--- src/rtl/sdram_fsm_pkg.sv ---
// Shared definitions for the SDRAM controller control path.
// Holds the 5-bit init/work state encodings (common with the timing block),
// the {ras_n,cas_n,we_n} command encodings, default geometry and the mode
// register value, plus helpers that map a destination state to its command.
package sdram_fsm_pkg;

    localparam int          ROW_W_DEF = 13;
    localparam int          COL_W_DEF = 9;
    localparam int          BA_W_DEF  = 2;
    localparam int          DQ_W_DEF  = 16;
    // CL=3, BL=8, sequential burst
    localparam logic [12:0] MODE_REG  = 13'h033;

    // {ras_n, cas_n, we_n}; cs_n is held low by the command register
    localparam logic [2:0] CMD_NOP = 3'b111;
    localparam logic [2:0] CMD_PRE = 3'b010;
    localparam logic [2:0] CMD_AR  = 3'b001;
    localparam logic [2:0] CMD_LMR = 3'b000;
    localparam logic [2:0] CMD_ACT = 3'b011;
    localparam logic [2:0] CMD_RD  = 3'b101;
    localparam logic [2:0] CMD_WR  = 3'b100;

    typedef enum logic [4:0] {
        I_POWON    = 5'd0,
        I_PRE_TRP  = 5'd1,
        I_AR0_TRFC = 5'd2,
        I_AR1_TRFC = 5'd3,
        I_MRS_TMRD = 5'd4,
        I_DONE     = 5'd5
    } init_state_e;

    typedef enum logic [4:0] {
        S_IDLE    = 5'd0,
        S_AR      = 5'd1,
        S_TRFC    = 5'd2,
        S_AR1     = 5'd3,
        S_TRFC1   = 5'd4,
        S_TRCD    = 5'd5,
        S_WR_DATA = 5'd6,
        S_TDAL    = 5'd7,
        S_CL      = 5'd8,
        S_RD_DATA = 5'd9,
        S_RWAIT   = 5'd10
    } work_state_e;

    // Command issued when the init FSM enters state s
    function automatic logic [2:0] init_cmd(input init_state_e s);
        logic [2:0] c;
        case (s)
            I_PRE_TRP:              c = CMD_PRE;
            I_AR0_TRFC, I_AR1_TRFC: c = CMD_AR;
            I_MRS_TMRD:             c = CMD_LMR;
            default:                c = CMD_NOP;
        endcase
        return c;
    endfunction

    // Command issued when the work FSM enters state s
    function automatic logic [2:0] work_cmd(input work_state_e s);
        logic [2:0] c;
        case (s)
            S_AR, S_AR1: c = CMD_AR;
            S_TRCD:      c = CMD_ACT;
            S_WR_DATA:   c = CMD_WR;
            S_CL:        c = CMD_RD;
            default:     c = CMD_NOP;
        endcase
        return c;
    endfunction

endpackage

--- src/rtl/sdram_fsm_if.sv ---
// User read/write handshake plus SDRAM pad bundle.
// slave  : the controller FSM (takes requests/write data, drives acks and pads)
// master : the user side / environment
interface sdram_fsm_if #(
    parameter int ROW_W = 13,
    parameter int COL_W = 9,
    parameter int BA_W  = 2,
    parameter int DQ_W  = 16
);
    logic                        sdram_wr_req;
    logic                        sdram_rd_req;
    logic [BA_W+ROW_W+COL_W-1:0] sys_addr;
    logic                        sdram_wr_ack;
    logic                        sdram_rd_ack;
    logic                        wr_data_rd;
    logic [DQ_W-1:0]             wr_data;
    logic                        sdram_cke;
    logic                        sdram_cs_n;
    logic                        sdram_ras_n;
    logic                        sdram_cas_n;
    logic                        sdram_we_n;
    logic [BA_W-1:0]             sdram_ba;
    logic [ROW_W-1:0]            sdram_addr;
    logic [DQ_W-1:0]             sdram_dq_out;
    logic                        sdram_dq_oe;

    modport slave (
        input  sdram_wr_req, sdram_rd_req, sys_addr, wr_data,
        output sdram_wr_ack, sdram_rd_ack, wr_data_rd,
        output sdram_cke, sdram_cs_n, sdram_ras_n, sdram_cas_n, sdram_we_n,
        output sdram_ba, sdram_addr, sdram_dq_out, sdram_dq_oe
    );

    modport master (
        output sdram_wr_req, sdram_rd_req, sys_addr, wr_data,
        input  sdram_wr_ack, sdram_rd_ack, wr_data_rd,
        input  sdram_cke, sdram_cs_n, sdram_ras_n, sdram_cas_n, sdram_we_n,
        input  sdram_ba, sdram_addr, sdram_dq_out, sdram_dq_oe
    );
endinterface

--- src/rtl/sdram_fsm_cmd_reg.sv ---
// Registered SDRAM command/bank/address decode.
// A command is loaded only on the edge where an FSM changes state, so it is
// present for exactly the first cycle of the destination state; NOP otherwise.
// Ports: clk, rst_n; init_cur/init_nxt, work_cur/work_nxt state pairs;
//        ba_src/row_src/col_src address source; cs_n/ras_n/cas_n/we_n, ba, addr pads.
module sdram_fsm_cmd_reg
    import sdram_fsm_pkg::*;
#(
    parameter int ROW_W = 13,
    parameter int COL_W = 9,
    parameter int BA_W  = 2
) (
    input  logic             clk,
    input  logic             rst_n,
    input  init_state_e      init_cur,
    input  init_state_e      init_nxt,
    input  work_state_e      work_cur,
    input  work_state_e      work_nxt,
    input  logic [BA_W-1:0]  ba_src,
    input  logic [ROW_W-1:0] row_src,
    input  logic [COL_W-1:0] col_src,
    output logic             cs_n,
    output logic             ras_n,
    output logic             cas_n,
    output logic             we_n,
    output logic [BA_W-1:0]  ba,
    output logic [ROW_W-1:0] addr
);

    logic [2:0]       cmd_s;
    logic [BA_W-1:0]  ba_s;
    logic [ROW_W-1:0] addr_s;

    // Decode command/address for the state about to be entered
    always_comb begin
        cmd_s  = CMD_NOP;
        ba_s   = '0;
        addr_s = '0;
        if (init_nxt != init_cur) begin
            cmd_s = init_cmd(init_nxt);
            if (init_nxt == I_PRE_TRP) begin
                addr_s[10] = 1'b1;              // precharge all banks
            end else if (init_nxt == I_MRS_TMRD) begin
                addr_s = ROW_W'(MODE_REG);
            end else begin
                addr_s = '0;
            end
        end else if (work_nxt != work_cur) begin
            cmd_s = work_cmd(work_nxt);
            case (work_nxt)
                S_TRCD: begin
                    ba_s   = ba_src;
                    addr_s = row_src;
                end
                S_WR_DATA, S_CL: begin
                    ba_s               = ba_src;
                    addr_s[10]         = 1'b1;   // auto-precharge
                    addr_s[COL_W-1:0]  = col_src;
                end
                default: begin
                    ba_s   = '0;
                    addr_s = '0;
                end
            endcase
        end else begin
            cmd_s = CMD_NOP;
        end
    end

    // Command pad registers
    always_ff @(posedge clk or negedge rst_n) begin
        if (!rst_n) begin
            cs_n  <= 1'b0;
            ras_n <= 1'b1;
            cas_n <= 1'b1;
            we_n  <= 1'b1;
            ba    <= '0;
            addr  <= '0;
        end else begin
            cs_n                 <= 1'b0;
            {ras_n, cas_n, we_n} <= cmd_s;
            ba                   <= ba_s;
            addr                 <= addr_s;
        end
    end

endmodule

--- src/rtl/sdram_fsm.sv ---
// SDRAM controller init + work state machines.
// Ports: clk, rst_n; done_200us and end_* timing flags, sdram_ref_req in;
//        sdram_ref_ack, init_state/work_state and their 1-clk delayed cur_* copies out;
//        bus (slave): user wr/rd handshake, write data and SDRAM pads.
module sdram_fsm
    import sdram_fsm_pkg::*;
#(
    parameter int ROW_W = ROW_W_DEF,
    parameter int COL_W = COL_W_DEF,
    parameter int BA_W  = BA_W_DEF,
    parameter int DQ_W  = DQ_W_DEF
) (
    input  logic        clk,
    input  logic        rst_n,
    input  logic        done_200us,
    input  logic        end_trp,
    input  logic        end_trfc,
    input  logic        end_tmrd,
    input  logic        end_trcd,
    input  logic        end_tcl,
    input  logic        end_tread,
    input  logic        end_twait,
    input  logic        end_twrite,
    input  logic        end_tdal,
    input  logic        sdram_ref_req,
    output logic        sdram_ref_ack,
    output logic [4:0]  init_state,
    output logic [4:0]  work_state,
    output logic [4:0]  cur_init_state,
    output logic [4:0]  cur_work_state,
    sdram_fsm_if.slave  bus
);

    localparam int AW = BA_W + ROW_W + COL_W;

    init_state_e      init_r, init_nxt_s;
    work_state_e      work_r, work_nxt_s;
    logic [4:0]       cur_init_r, cur_work_r;
    logic             op_wr_r;
    logic [BA_W-1:0]  ba_r, ba_src_s;
    logic [ROW_W-1:0] row_r, row_src_s;
    logic [COL_W-1:0] col_r, col_src_s;
    logic             ref_ack_r, wr_ack_r, rd_ack_r, dq_oe_r, cke_r;
    logic             idle_s, acc_ref_s, acc_wr_s, acc_rd_s;

    // Work FSM only arbitrates once init is complete; ref > wr > rd
    assign idle_s    = (work_r == S_IDLE) && (init_r == I_DONE);
    assign acc_ref_s = idle_s && sdram_ref_req;
    assign acc_wr_s  = idle_s && !sdram_ref_req && bus.sdram_wr_req;
    assign acc_rd_s  = idle_s && !sdram_ref_req && !bus.sdram_wr_req && bus.sdram_rd_req;

    // Init FSM next state
    always_comb begin
        init_nxt_s = init_r;
        case (init_r)
            I_POWON:    if (done_200us) init_nxt_s = I_PRE_TRP;  else init_nxt_s = I_POWON;
            I_PRE_TRP:  if (end_trp)    init_nxt_s = I_AR0_TRFC; else init_nxt_s = I_PRE_TRP;
            I_AR0_TRFC: if (end_trfc)   init_nxt_s = I_AR1_TRFC; else init_nxt_s = I_AR0_TRFC;
            I_AR1_TRFC: if (end_trfc)   init_nxt_s = I_MRS_TMRD; else init_nxt_s = I_AR1_TRFC;
            I_MRS_TMRD: if (end_tmrd)   init_nxt_s = I_DONE;     else init_nxt_s = I_MRS_TMRD;
            I_DONE:     init_nxt_s = I_DONE;
            default:    init_nxt_s = I_POWON;
        endcase
    end

    // Work FSM next state
    always_comb begin
        work_nxt_s = work_r;
        case (work_r)
            S_IDLE: begin
                if (acc_ref_s)                 work_nxt_s = S_AR;
                else if (acc_wr_s || acc_rd_s) work_nxt_s = S_TRCD;
                else                           work_nxt_s = S_IDLE;
            end
            S_AR:      work_nxt_s = S_TRFC;
            S_TRFC:    if (end_trfc)   work_nxt_s = S_AR1;     else work_nxt_s = S_TRFC;
            S_AR1:     work_nxt_s = S_TRFC1;
            S_TRFC1:   if (end_trfc)   work_nxt_s = S_IDLE;    else work_nxt_s = S_TRFC1;
            S_TRCD: begin
                if (end_trcd) work_nxt_s = op_wr_r ? S_WR_DATA : S_CL;
                else          work_nxt_s = S_TRCD;
            end
            S_WR_DATA: if (end_twrite) work_nxt_s = S_TDAL;    else work_nxt_s = S_WR_DATA;
            S_TDAL:    if (end_tdal)   work_nxt_s = S_IDLE;    else work_nxt_s = S_TDAL;
            S_CL:      if (end_tcl)    work_nxt_s = S_RD_DATA; else work_nxt_s = S_CL;
            S_RD_DATA: if (end_tread)  work_nxt_s = S_RWAIT;   else work_nxt_s = S_RD_DATA;
            S_RWAIT:   if (end_twait)  work_nxt_s = S_IDLE;    else work_nxt_s = S_RWAIT;
            default:   work_nxt_s = S_IDLE;
        endcase
    end

    // ACTIVE is issued on the accept edge, before the latch holds the address
    always_comb begin
        if (work_r == S_IDLE) begin
            ba_src_s  = bus.sys_addr[AW-1 -: BA_W];
            row_src_s = bus.sys_addr[ROW_W+COL_W-1 -: ROW_W];
            col_src_s = bus.sys_addr[COL_W-1:0];
        end else begin
            ba_src_s  = ba_r;
            row_src_s = row_r;
            col_src_s = col_r;
        end
    end

    // State registers, request latch and handshake/strobe registers
    always_ff @(posedge clk or negedge rst_n) begin
        if (!rst_n) begin
            init_r     <= I_POWON;
            work_r     <= S_IDLE;
            cur_init_r <= 5'd0;
            cur_work_r <= 5'd0;
            op_wr_r    <= 1'b0;
            ba_r       <= '0;
            row_r      <= '0;
            col_r      <= '0;
            ref_ack_r  <= 1'b0;
            wr_ack_r   <= 1'b0;
            rd_ack_r   <= 1'b0;
            dq_oe_r    <= 1'b0;
            cke_r      <= 1'b1;
        end else begin
            init_r     <= init_nxt_s;
            work_r     <= work_nxt_s;
            cur_init_r <= init_r;
            cur_work_r <= work_r;
            if (acc_wr_s || acc_rd_s) begin
                op_wr_r <= acc_wr_s;
                ba_r    <= ba_src_s;
                row_r   <= row_src_s;
                col_r   <= col_src_s;
            end
            ref_ack_r  <= acc_ref_s;
            wr_ack_r   <= acc_wr_s;
            rd_ack_r   <= acc_rd_s;
            dq_oe_r    <= (work_nxt_s == S_WR_DATA);
            cke_r      <= 1'b1;
        end
    end

    sdram_fsm_cmd_reg #(
        .ROW_W (ROW_W),
        .COL_W (COL_W),
        .BA_W  (BA_W)
    ) u_cmd_reg (
        .clk      (clk),
        .rst_n    (rst_n),
        .init_cur (init_r),
        .init_nxt (init_nxt_s),
        .work_cur (work_r),
        .work_nxt (work_nxt_s),
        .ba_src   (ba_src_s),
        .row_src  (row_src_s),
        .col_src  (col_src_s),
        .cs_n     (bus.sdram_cs_n),
        .ras_n    (bus.sdram_ras_n),
        .cas_n    (bus.sdram_cas_n),
        .we_n     (bus.sdram_we_n),
        .ba       (bus.sdram_ba),
        .addr     (bus.sdram_addr)
    );

    assign init_state       = init_r;
    assign work_state       = work_r;
    assign cur_init_state   = cur_init_r;
    assign cur_work_state   = cur_work_r;
    assign sdram_ref_ack    = ref_ack_r;
    assign bus.sdram_wr_ack = wr_ack_r;
    assign bus.sdram_rd_ack = rd_ack_r;
    assign bus.wr_data_rd   = dq_oe_r;
    assign bus.sdram_dq_oe  = dq_oe_r;
    assign bus.sdram_cke    = cke_r;
    // FWFT source presents data in the strobe cycle, so pass it straight through
    assign bus.sdram_dq_out = dq_oe_r ? bus.wr_data : '0;

endmodule
--- src/flat_wrapper.sv ---
// flat-port wrapper written by rule: the top's interface ports become plain ports
module sdram_fsm_flat import sdram_fsm_pkg::*;
#(
    parameter int ROW_W = ROW_W_DEF,
    parameter int COL_W = COL_W_DEF,
    parameter int BA_W  = BA_W_DEF,
    parameter int DQ_W  = DQ_W_DEF
)
  (clk, rst_n, done_200us, end_trp, end_trfc, end_tmrd, end_trcd, end_tcl, end_tread, end_twait, end_twrite, end_tdal, sdram_ref_req, sdram_ref_ack, init_state, work_state, cur_init_state, cur_work_state, bus_sdram_wr_req, bus_sdram_rd_req, bus_sys_addr, bus_wr_data, bus_sdram_wr_ack, bus_sdram_rd_ack, bus_wr_data_rd, bus_sdram_cke, bus_sdram_cs_n, bus_sdram_ras_n, bus_sdram_cas_n, bus_sdram_we_n, bus_sdram_ba, bus_sdram_addr, bus_sdram_dq_out, bus_sdram_dq_oe);
  sdram_fsm_if #(.ROW_W(ROW_W), .COL_W(COL_W), .BA_W(BA_W), .DQ_W(DQ_W)) bus_i ();
  input  logic clk;
  input  logic rst_n;
  input  logic done_200us;
  input  logic end_trp;
  input  logic end_trfc;
  input  logic end_tmrd;
  input  logic end_trcd;
  input  logic end_tcl;
  input  logic end_tread;
  input  logic end_twait;
  input  logic end_twrite;
  input  logic end_tdal;
  input  logic sdram_ref_req;
  output logic sdram_ref_ack;
  output logic [4:0] init_state;
  output logic [4:0] work_state;
  output logic [4:0] cur_init_state;
  output logic [4:0] cur_work_state;
  input wire logic [$bits(bus_i.sdram_wr_req)-1:0] bus_sdram_wr_req;
  input wire logic [$bits(bus_i.sdram_rd_req)-1:0] bus_sdram_rd_req;
  input wire logic [$bits(bus_i.sys_addr)-1:0] bus_sys_addr;
  input wire logic [$bits(bus_i.wr_data)-1:0] bus_wr_data;
  output wire logic [$bits(bus_i.sdram_wr_ack)-1:0] bus_sdram_wr_ack;
  output wire logic [$bits(bus_i.sdram_rd_ack)-1:0] bus_sdram_rd_ack;
  output wire logic [$bits(bus_i.wr_data_rd)-1:0] bus_wr_data_rd;
  output wire logic [$bits(bus_i.sdram_cke)-1:0] bus_sdram_cke;
  output wire logic [$bits(bus_i.sdram_cs_n)-1:0] bus_sdram_cs_n;
  output wire logic [$bits(bus_i.sdram_ras_n)-1:0] bus_sdram_ras_n;
  output wire logic [$bits(bus_i.sdram_cas_n)-1:0] bus_sdram_cas_n;
  output wire logic [$bits(bus_i.sdram_we_n)-1:0] bus_sdram_we_n;
  output wire logic [$bits(bus_i.sdram_ba)-1:0] bus_sdram_ba;
  output wire logic [$bits(bus_i.sdram_addr)-1:0] bus_sdram_addr;
  output wire logic [$bits(bus_i.sdram_dq_out)-1:0] bus_sdram_dq_out;
  output wire logic [$bits(bus_i.sdram_dq_oe)-1:0] bus_sdram_dq_oe;
  assign bus_i.sdram_wr_req = bus_sdram_wr_req;
  assign bus_i.sdram_rd_req = bus_sdram_rd_req;
  assign bus_i.sys_addr = bus_sys_addr;
  assign bus_i.wr_data = bus_wr_data;
  assign bus_sdram_wr_ack = bus_i.sdram_wr_ack;
  assign bus_sdram_rd_ack = bus_i.sdram_rd_ack;
  assign bus_wr_data_rd = bus_i.wr_data_rd;
  assign bus_sdram_cke = bus_i.sdram_cke;
  assign bus_sdram_cs_n = bus_i.sdram_cs_n;
  assign bus_sdram_ras_n = bus_i.sdram_ras_n;
  assign bus_sdram_cas_n = bus_i.sdram_cas_n;
  assign bus_sdram_we_n = bus_i.sdram_we_n;
  assign bus_sdram_ba = bus_i.sdram_ba;
  assign bus_sdram_addr = bus_i.sdram_addr;
  assign bus_sdram_dq_out = bus_i.sdram_dq_out;
  assign bus_sdram_dq_oe = bus_i.sdram_dq_oe;
  sdram_fsm #(.ROW_W(ROW_W), .COL_W(COL_W), .BA_W(BA_W), .DQ_W(DQ_W)) u_core (.clk(clk), .rst_n(rst_n), .done_200us(done_200us), .end_trp(end_trp), .end_trfc(end_trfc), .end_tmrd(end_tmrd), .end_trcd(end_trcd), .end_tcl(end_tcl), .end_tread(end_tread), .end_twait(end_twait), .end_twrite(end_twrite), .end_tdal(end_tdal), .sdram_ref_req(sdram_ref_req), .sdram_ref_ack(sdram_ref_ack), .init_state(init_state), .work_state(work_state), .cur_init_state(cur_init_state), .cur_work_state(cur_work_state), .bus(bus_i));
endmodule
--- config.mk ---
export PLATFORM = sky130hd
export DESIGN_NAME = sdram_fsm_flat
export DESIGN_NICKNAME = d
export VERILOG_FILES = /design/src/rtl/sdram_fsm_pkg.sv /design/src/rtl/sdram_fsm_if.sv /design/src/rtl/sdram_fsm_cmd_reg.sv /design/src/rtl/sdram_fsm.sv /design/src/flat_wrapper.sv
export SDC_FILE = /design/constraint.sdc
export NUM_CORES = 1
export LEC_CHECK = 0
export CAP_MARGIN = 20
export CELL_PAD_IN_SITES_DETAIL_PLACEMENT = 0
export CELL_PAD_IN_SITES_GLOBAL_PLACEMENT = 2
export CORE_UTILIZATION = 27
export DETAILED_ROUTE_END_ITERATION = 8
export PLACE_DENSITY_LB_ADDON = 0.05
export SYNTH_ARGS = -nofsm -noshare
export SYNTH_HDL_FRONTEND = slang
export SYNTH_SLANG_ARGS = --single-unit
--- constraint.sdc ---
create_clock -name clk -period 2.5 [get_ports clk]
set_input_delay 0.375 -clock clk [delete_from_list [all_inputs] [get_ports clk]]
set_output_delay 0.375 -clock clk [all_outputs]
set_load 0.05 [all_outputs]
======== After elaboration in Yosys (flattened, before gate mapping) ========
Cells that the tools add are included.
storage, ports and cells
  bits in registers ....................... 67
  input bits .............................. 55
  output and inout port bits .............. 61
cells by class
  equality and inequality tests ........... 26
  mux-type cells .......................... 38
  reduce and logical (&&, ||, !) cells .... 15
operators by type and width
  operator            number
  $pmux 5 s11         1
  $eq 5x3->1 const B  9
  $mux 13             3
  $eq 5x2->1 const B  7
  $pmux 5 s6          1
  $eq 5x1->1 const B  4
  $eq 5x4->1 const B  4
  $mux 3              6
  $pmux 9 s2          1
  $mux 16             1
  $mux 2              8
  $pmux 3 s4          1
  $logic_not 5->1     2
  $mux 10             1
  $mux 5              2
  $ne 5x5->1          2
  $mux 9              1
  $pmux 3 s3          1
  $mux 4              2
  $mux 1              7
  $logic_and 1x1->1   6
  $mux 6              1
  $reduce_or 2->1     3
  $reduce_or 3->1     1
  other kinds (3)     4

======== Depth between registers and ports, before layout ========
Gate-level depths: netlist (run 1).
  depth after elaboration ................. 14
  mapped depth ............................ 8
  gate-level depth less buffers ........... 6

======== By module ========
A second synthesis (run 1) with hierarchy kept.
unflattened totals
  cell total of the unflattened synthesis .. 282
  area, all modules ....................... 3338.2 sq um
modules (own cells, without submodules)
  module             times used  cells each  area an instance (sq um)  seq. area each (sq um)
  sdram_fsm          1           185         2346.0                    1076.0
  sdram_fsm_cmd_reg  1           97          992.2                     454.2

======== Least setup slack after synthesis (run 1) ========
OpenSTA, ideal clock, no wires.
  path kind ............................... reg2reg
  start ................................... register u_core.work_r[3] (netlist: u_core.work_state[3])
  end ..................................... register u_core.u_cmd_reg.addr[0]
  library setup time ...................... 119 ps
  arrival ................................. 2264 ps
  required time ........................... 2381 ps
  slack ................................... 117 ps
  stages on the path, launching flop included .. 8
  path buffers ............................ 1
  cell sequence ........................... dfrtp_1 buf_2 nor4bb_1 o31ai_2 a41oi_1 o31ai_2 nand2_1 and2_1
between the ends
  word-level cells in the longest chain between the ends .. 14
ends and longest elaborated chain
  item                                             RTL line                                           RTL
  from (decl)                                      sdram_fsm.sv:37                                    work_state_e work_r, work_nxt_s;
  from (signal assigned)                           sdram_fsm.sv:123                                   work_r <= work_nxt_s;
  $logic_not 5->1                                  sdram_fsm.sv:47, sdram_fsm.sv:69, sdram_fsm.sv:94
  $logic_and 1x1->1                                sdram_fsm.sv:47                                    assign idle_s = (work_r == S_IDLE) && (init_r == I_DONE);
  $logic_and 1x1->1                                sdram_fsm.sv:49, sdram_fsm.sv:50
  $logic_and 1x1->1 (2 in series)                  sdram_fsm.sv:50                                    assign acc_rd_s = idle_s && !sdram_ref_req && !bus.sdram_wr_req && bus.sdram_rd_req;
  $logic_or 1x1->1                                 sdram_fsm.sv:72                                    else if (acc_wr_s || acc_rd_s) work_nxt_s = S_TRCD;
  $mux 3                                           sdram_fsm.sv:72
  $mux 5                                           sdram_fsm.sv:71                                    if (acc_ref_s) work_nxt_s = S_AR;
  $pmux 5 s11                                      sdram_fsm.sv:69                                    case (work_r)
  $eq 5x4->1 / $eq 5x3->1 (equally long branches)  sdram_fsm_cmd_reg.sv:50                            case (work_nxt)
  $reduce_or 2->1                                  sdram_fsm_cmd_reg.sv:50
  $pmux 9 s2                                       sdram_fsm_cmd_reg.sv:50
  $mux 13 *                                        sdram_fsm_cmd_reg.sv:48                            end else if (work_nxt != work_cur) begin
  $mux 13 *                                        sdram_fsm_cmd_reg.sv:39                            if (init_nxt != init_cur) begin
  net u_core.u_cmd_reg.addr_s[0]                   sdram_fsm_cmd_reg.sv:32                            logic [ROW_W-1:0] addr_s;
  to (signal assigned)                             sdram_fsm_cmd_reg.sv:83                            addr <= addr_s;
  to (decl)                                        sdram_fsm_cmd_reg.sv:27                            output logic [ROW_W-1:0] addr
Mark *: on every way through the listed nets, which the timed path passes. The rest lies on a longest branch.
A chain may end at the register's enable or synchronous reset.

======== Worst setup path in the final report (run 1) ========
  start ................................... register u_core.work_r[1] (netlist: u_core.work_state[1])
  end ..................................... output port work_state[1]
RTL lines
  item       RTL line            RTL
  to (decl)  flat_wrapper.sv:26  output logic [4:0] work_state;
No word-level cell between the ends.

==> results of run 1 <==
[worst min-delay path by stage]
stage                     start                                 end  cells after the start
after floorplan           rst_n          u_core.ba_r[0]$_DFFE_PN0N_                      0
after global placement    rst_n  u_core.cur_work_state[0]$_DFF_PN0_                      2
after CTS                 rst_n   u_core.bus.sdram_wr_ack$_DFF_PN0_                      2
after detailed placement  rst_n  u_core.cur_work_state[0]$_DFF_PN0_                      2
final                     rst_n      u_core.init_state[1]$_DFF_PN0_                      2
after global routing      rst_n      u_core.init_state[1]$_DFF_PN0_                      2
[cell type report]
cell class	instances	area (µm²)
multi-input cells	182	1380
clock inverters	4	26.3
inverters	7	26.3
repair buffers	127	1250
flip-flops and latches	58	1460
fillers	1054	6040
well taps	136	170
clock buffers	12	155
[per-layer routing]
metal  vias up  global-route usage
li1       1185                   -
met1      1186               0.194
met2        96               0.229
met3        12              0.0371
met4         0              0.0636
met5         -                   0
[power breakdown]
group / internal, W / total (W) / switching [W]
sequential: 0.00127 / 0.00149 / 0.000217
combinational: 0.00133 / 0.00311 / 0.00178
clock: 0.000412 / 0.000794 / 0.000382
[registers in the layout, indices dropped and copies added (netlist names), 2 cells and up]
signal	flops
u_core.ba_r	2
u_core.cur_work_state	4
u_core.row_r	10
u_core.u_cmd_reg.ba	2
u_core.init_state	3
u_core.u_cmd_reg.addr	13
u_core.work_state	4
u_core.col_r	9
u_core.cur_init_state	3
[Yosys cell counts (all sizes together), types with 5 or more instances]
master and count:
dfrtp 55, mux2 22, and2 21, mux2i 21, buf 18, nor2 12, nand2 11, inv 7
o221ai 7, o22a 6, a21oi 5, clkbuf 5, nand2b 5, nor2b 5, o21ai 5
[worst max-delay path, delay by kind of cell, from the launching register on]
kind	cells	cell delay [ns]
buffers and inverters	2	1.01
flip-flops	1	0.67
[metrics by stage]
stage | utilization | worst slack, ns | area, µm² | hold slack [ns] | std cells
final | 0.425 | 0.115 | 4470 | 0.0335 | 526
after global routing | 0.425 | 0.0222 | 4470 | 0.0546 | 526
after global placement | 0.408 | 0.125 | 4290 | 0.409 | 510
after floorplan | - | 0.117 | 2990 | 0.0794 | 270
after CTS | 0.425 | 0.0918 | 4470 | 0.0458 | 526
after detailed placement | 0.408 | 0.0815 | 4290 | 0.409 | 510
[cells in the final DEF (no fill, tap or decap), types with 3 or more instances in the layout]
cell type,count
mux2_2,4
clkbuf_8,11
a21oi_1,5
clkdlybuf4s50_1,106
nand2_1,11
mux2_1,18
and2_1,21
mux2i_1,21
inv_1,6
and3b_1,3
o221ai_1,7
and3_1,4
o21ai_1,3
a31oi_1,3
conb_1,8
o22a_1,6
nand2b_1,5
o21a_1,4
dfstp_2,3
nor2_1,12
buf_4,17
buf_12,3
nor2b_1,5
nor4bb_1,3
dfrtp_1,55
[cell families (layout without fill, tap and decap cells)]
family                    count (synthesis)  in the layout  share of synthesized area
and+or+nand+nor                          80             80                      0.164
AOI/OAI and AO/OA                        49             49                      0.132
buffers and inverters                    30            150                     0.0522
muxes                                    43             43                      0.154
DFF                                      58             58                      0.490
xor gates and xnor gates                  2              2                    0.00590
other                                     2              8                    0.00253
==> summary.md, run 1 <==
| Metric | Value |
|---|---|
| Initial core utilization | 0.283 |
| Vias | between 2,000 and 2,500 |
| H-Tree Depth | 3 |
| Hold Fails Final Rpt | 0 |
| Postcts setup bufs | 0 |
| Core area | around 11,000 µm² |
| Power Total | approximately 0.0054 W |
| Fin. max-slew vios | 0 |
| Clock skew | between 0.01 and 0.015 ns |
| First-pass GRT wire length | approximately 13,000 µm |
| Post-Syn Instances | about 260 |
| Slew at the pin closest to its max-slew limit | between 0.5 and 0.6 ns |
| Reg-to-Reg End | u_core.u_cmd_reg.addr[1]$_DFF_PN0_ |
| Area grow syn2layout | 50.4% |
| Nets | between 400 and 500 |
| Arrival time at the worst endpoint | between 2 and 2.5 ns |
| CTS buffer count | 9 |
| Vias per inst | between 4 and 5 |
| Crit path required time | between 2 and 2.5 ns |
| Sum Neg Setup Slack | 0 ns |
| Initial antenna violation count | 0 |
| Synth top area share | 0.463 |
| Synth Warn # | 0 |
| CTS tree | built |
| Vias in the first global route | approximately 2,500 |
| Sequential area share after synthesis | 0.490 |
| I/O pin count | approximately 120 |
| Placer Congestion | between 0.7 and 0.8 |
| PortBufs | about 110 |
| Later-pin clock latency in the skew report | between 0.3 and 0.4 ns |
| # diodes | 0 |
| Layout cells sized above 1 | 0.133 |
| Post-CTS Hold Buffers | 0 |
| Pleak | approximately 1.9 nW |
| Max clock buf depth | 2 |
| CP startpoint kind | flip-flop |
| FP Rows | 37 |
| RSZ-0062 raised after global routing | no |
| Met2 WL | about 3700 µm |
| Die Area | around 11,000 µm² |
| Status | complete, no violations |
| M1 WL | between 3000 and 4000 µm |
| Drt pass-1 iters | 4 |
| Post-synth EDFFs | 0 |
| Post-synthesis cell type count | 55 |
| Yosys top cell by area | dfrtp_1 |
| Setup Viol. Count Final | 0 |
| CTS root buf | clkbuf_8 |
| # Max-Cap Violations | 0 |
| Critical Path End | work_state[1] |
| Flop-to-flop setup slack | about 0.20 ns |
| CTS resizes | 0 |
| DRT iter0 DRCs | 74 |
| Mapped Area | between 2000 and 3000 µm² |
| Predominant post-synthesis flop cell | dfrtp_1 |
| Top Metal Used | met4 |
| VDD IR max | 0.534 mV |
| WL/cell | approximately 15 µm |
| Drt total wl | 8060 µm |
| Avg Cell Area, Syn | 11.3 µm² |
| R2r startpoint | u_core.work_state[3]$_DFF_PN0_ |
| Clock slew at reported path FFs | roughly 0.070 ns |
| GRT Util Overall | 0.147 |
| Grt total ovfl | 0 |
| Die X | ~110 µm |
| CP Cell Sequence | buf_4 -> clkdlybuf4s50_1 |
| Min Tclk post-route | about 2.4 ns |
| Asr flop ratio synth | 1.00 |
| Hold WC Path Type | in -> async |
| Worst Path Max Fanout | 15 |
| CP peak stage delay | around 0.80 ns |
| Chip height | between 100 and 150 µm |
| PwrDens | approximately 1200 nW/µm² |
| Dominant cells by area after synthesis | dfrtp_1, mux2i_1, mux2_1 |
| Sink Count | 58 |
| Antenna-violating nets left | 0 |
| #FFs+latches synth | between 50 and 60 |
| Crit Path Category | reg -> out |
| Worst r2r path cells | 7 |
| Critical path endpoint category | primary output |
| FMAX | 0.419 GHz |
| DP HPWL | between 5000 and 6000 µm |
| Fin crit share | 0.954 |
| Max-slew headroom | 0.647 |
| Largest net degree at the start of global routing | 59 |
| Drt drc | 0 |
| Crit. Startpoint | u_core.work_state[1]$_DFF_PN0_ |
| Slowest CP cell | clkdlybuf4s50_1 |
| Routed wl met3 | ~580 µm |
(Power assumes the default switching activity.)
==> run 2, diff against run 1 <==
- PLACE_DENSITY_LB_ADDON: 0.05 -> 0.1
==> run 2 against run 1 <==
Effect of this change:
- worst hold slack better by 0.033 ns
- first-iteration DRC count is 59% higher
- die area stayed put
- critical path depth stayed put
- utilization is 0.18 points higher
- critical endpoint is now bus_sdram_dq_out[8]
==> summary.md, run 2 (same netlist as run 1, synthesis figures left out) <==
| Metric | Value |
|---|---|
| Top flop regs | u_core.u_cmd_reg.addr (13), u_core.row_r (10), u_core.col_r (9) |
| Die Area | 11,400 µm² (unchanged) |
| H-Tree Depth | 3 (unchanged) |
| Most common cell after layout, fill and taps aside | clkdlybuf4s50_1 |
| R2r startpoint | u_core.work_state[0]$_DFF_PN0_ |
| PortBufs | 107 (unchanged) |
| Hold Fails Final Rpt | 0 (unchanged) |
| CP startpoint kind | flip-flop |
| Multi-input logic area | 1380 µm² (unchanged) |
| Nets | 439 (-0.23%) |
| GRT Util Overall | 0.153 (+0.00547) |
| Sink Count | 58 (unchanged) |
| DRT iter0 DRCs | 118 (+59%) |
| Hold WC Path Type | in -> async |
| CTS tree | built |
| Power Total | 0.00554 W (+2.7%) |
| Max FFs per register | 13 (unchanged) |
| Slew at the pin closest to its max-slew limit | 0.669 ns (+0.139 ns) |
| Drt total wl | 8100 µm (+0.52%) |
| FMAX | 0.436 GHz (+3.9%) |
| Grt total ovfl | 0 (unchanged) |
| Crit Path Category | reg -> out |
| Later-pin clock latency in the skew report | 0.34 ns (about the same) |
| Crit path required time | 2.12 ns (about the same) |
| Antenna-violating nets left | 0 (unchanged) |
| CP peak stage delay | 0.81 ns (about the same) |
| Worst r2r path cells | 8 (+1) |
| Slowest CP cell | clkdlybuf4s50_1 |
| CTS root buf | clkbuf_8 |
| Chip height | 107 µm (unchanged) |
| Arrival time at the worst endpoint | 1.92 ns (-0.09 ns) |
| Reg-to-Reg End | u_core.u_cmd_reg.ba[1]$_DFF_PN0_ |
| WL/cell | 15.5 µm (+0.90%) |
| Max clock buf depth | 2 (unchanged) |
| Drt pass-1 iters | 5 (+1) |
| Final design utilization | 0.427 (+0.00179) |
| Core area | 10,500 µm² (unchanged) |
| CTS buffer count | 9 (unchanged) |
| DP HPWL | 5940 µm (+2.7%) |
| Drt drc | 0 (unchanged) |
| Sequential standard cell area | 1460 µm² (about the same) |
| Layout cells sized above 1 | 0.134 (+0.000687) |
| Fin crit share | 0.918 (-0.0356) |
| Postcts setup bufs | 0 (unchanged) |
| # diodes | 0 (unchanged) |
| VDD IR max | 0.464 mV (-13%) |
| Sum Neg Setup Slack | 0 ns (unchanged) |
| Max-slew headroom | 0.554 (-0.0929) |
| Vias | 2,463 (-0.65%) |
| PwrDens | 1230 nW/µm² (+2.3%) |
| Status | complete, no violations |
| Placer Congestion | 0.749 (-2.2%) |
| Pleak | 1.89 nW (+0.27%) |
| RSZ-0062 raised after global routing | no |
| Vias per inst | 4.70 (-0.27%) |
| Clock skew | 0.00742 ns (-0.00518 ns) |
| Post-Layout Cell Count | 524 (-0.38%) |
| CTS resizes | 0 (unchanged) |
| Largest net degree at the start of global routing | 33 (-44%) |
| Initial antenna violation count | 0 (unchanged) |
| Post-CTS Hold Buffers | 0 (unchanged) |
| # Max-Cap Violations | 0 (unchanged) |
| Area grow syn2layout | 51.1% |
| Worst Path Max Fanout | 18 (+3) |
| Min Tclk post-route | 2.30 ns (-0.0891 ns) |
| DP Cell Count | 509 (-0.20%) |
| Clock slew at reported path FFs | 0.07 ns (about the same) |
| Flop-to-flop setup slack | 0.22 ns (+0.02 ns) |
| FP Rows | 37 (unchanged) |
| Crit. Startpoint | u_core.bus.sdram_dq_oe$_DFF_PN0_ |
| First-pass GRT wire length | 13,200 µm (+2.0%) |
| Most frequent cells in the layout | clkdlybuf4s50_1, dfrtp_1, and2_1, mux2i_1, mux2_1 |
| Critical Path End | bus_sdram_dq_out[8] |
| Fillers | 1,046 (-0.76%) |
| Critical path endpoint category | primary output |
| Fin. max-slew vios | 0 (unchanged) |
| I/O pin count | 116 (unchanged) |
| Die X | 107 µm (unchanged) |
| Vias in the first global route | 2,491 (+1.7%) |
| Top reg by flops | u_core.u_cmd_reg.addr |
| CP Cell Sequence | and2_1 -> clkdlybuf4s50_1 |
| Setup Viol. Count Final | 0 (unchanged) |
| Initial core utilization | 0.283 (unchanged) |
[run 2: cell types whose count changed in the layout (fill, tap and decap cells not counted), sizes merged]
cell    delta
bufinv     +2
clkbuf     -3
buf        -1
[run 2: where the power goes]
group / switching (W) / total [W] / leakage (nW) / internal (W)
Sequential: 0.000221 / 0.00149 / 0.715 / 0.00127
Clock: 0.000389 / 0.000939 / 0.105 / 0.000550
Combinational: 0.00178 / 0.00311 / 1.07 / 0.00132
Total: 0.00240 / 0.00554 / 1.89 / 0.00315
[run 2: layer usage]
layer	vias up	part of all wire	track usage
met5	-	0	0
met4	0	0.017	0.0675
met3	10	0.076	0.0389
met2	96	0.46	0.237
met1	1174	0.45	0.200
li1	1183	-	-
[run 2: stage by stage]
stage	setup WS (ns)	hold WS, ns	instance area [µm²]
4_1_cts	0.0431	0.0931	4490
3_5_place_dp	0.0694	0.423	4280
3_3_place_gp	0.0677	0.430	4280
2_1_floorplan	0.117	0.0794	2990
6_report	0.204	0.0669	4490
5_1_grt	0.000860	0.122	4490
[run 2: worst min-delay path by stage]
stage,endpoint,slack (ns),depth (start not counted)
global placement,u_core.cur_init_state[0]$_DFF_PN0_,0.43,0
detailed placement,u_core.cur_init_state[0]$_DFF_PN0_,0.42,0
global route,u_core.u_cmd_reg.addr[6]$_DFF_PN0_,0.12,1
floorplan,u_core.ba_r[0]$_DFFE_PN0N_,0.08,0
CTS,u_core.col_r[3]$_DFFE_PN0N_,0.09,1
finish,u_core.init_state[0]$_DFF_PN0_,0.07,1
[run 2: final cells by class]
class | count | share of cell area
flip-flops and latches | 58 | 0.324
multi-input cells | 182 | 0.308
repair buffers | 126 | 0.278
well taps | 136 | 0.0379
clock buffers | 9 | 0.0276
clock inverters | 6 | 0.0184
inverters | 7 | 0.00585
[run 2: worst max-delay path, delay by kind of cell (launching register included)]
family / cells / cell delay (ns)
flops: 1 / 0.57
simple gates: 1 / 0.19
buf+inv: 1 / 0.81
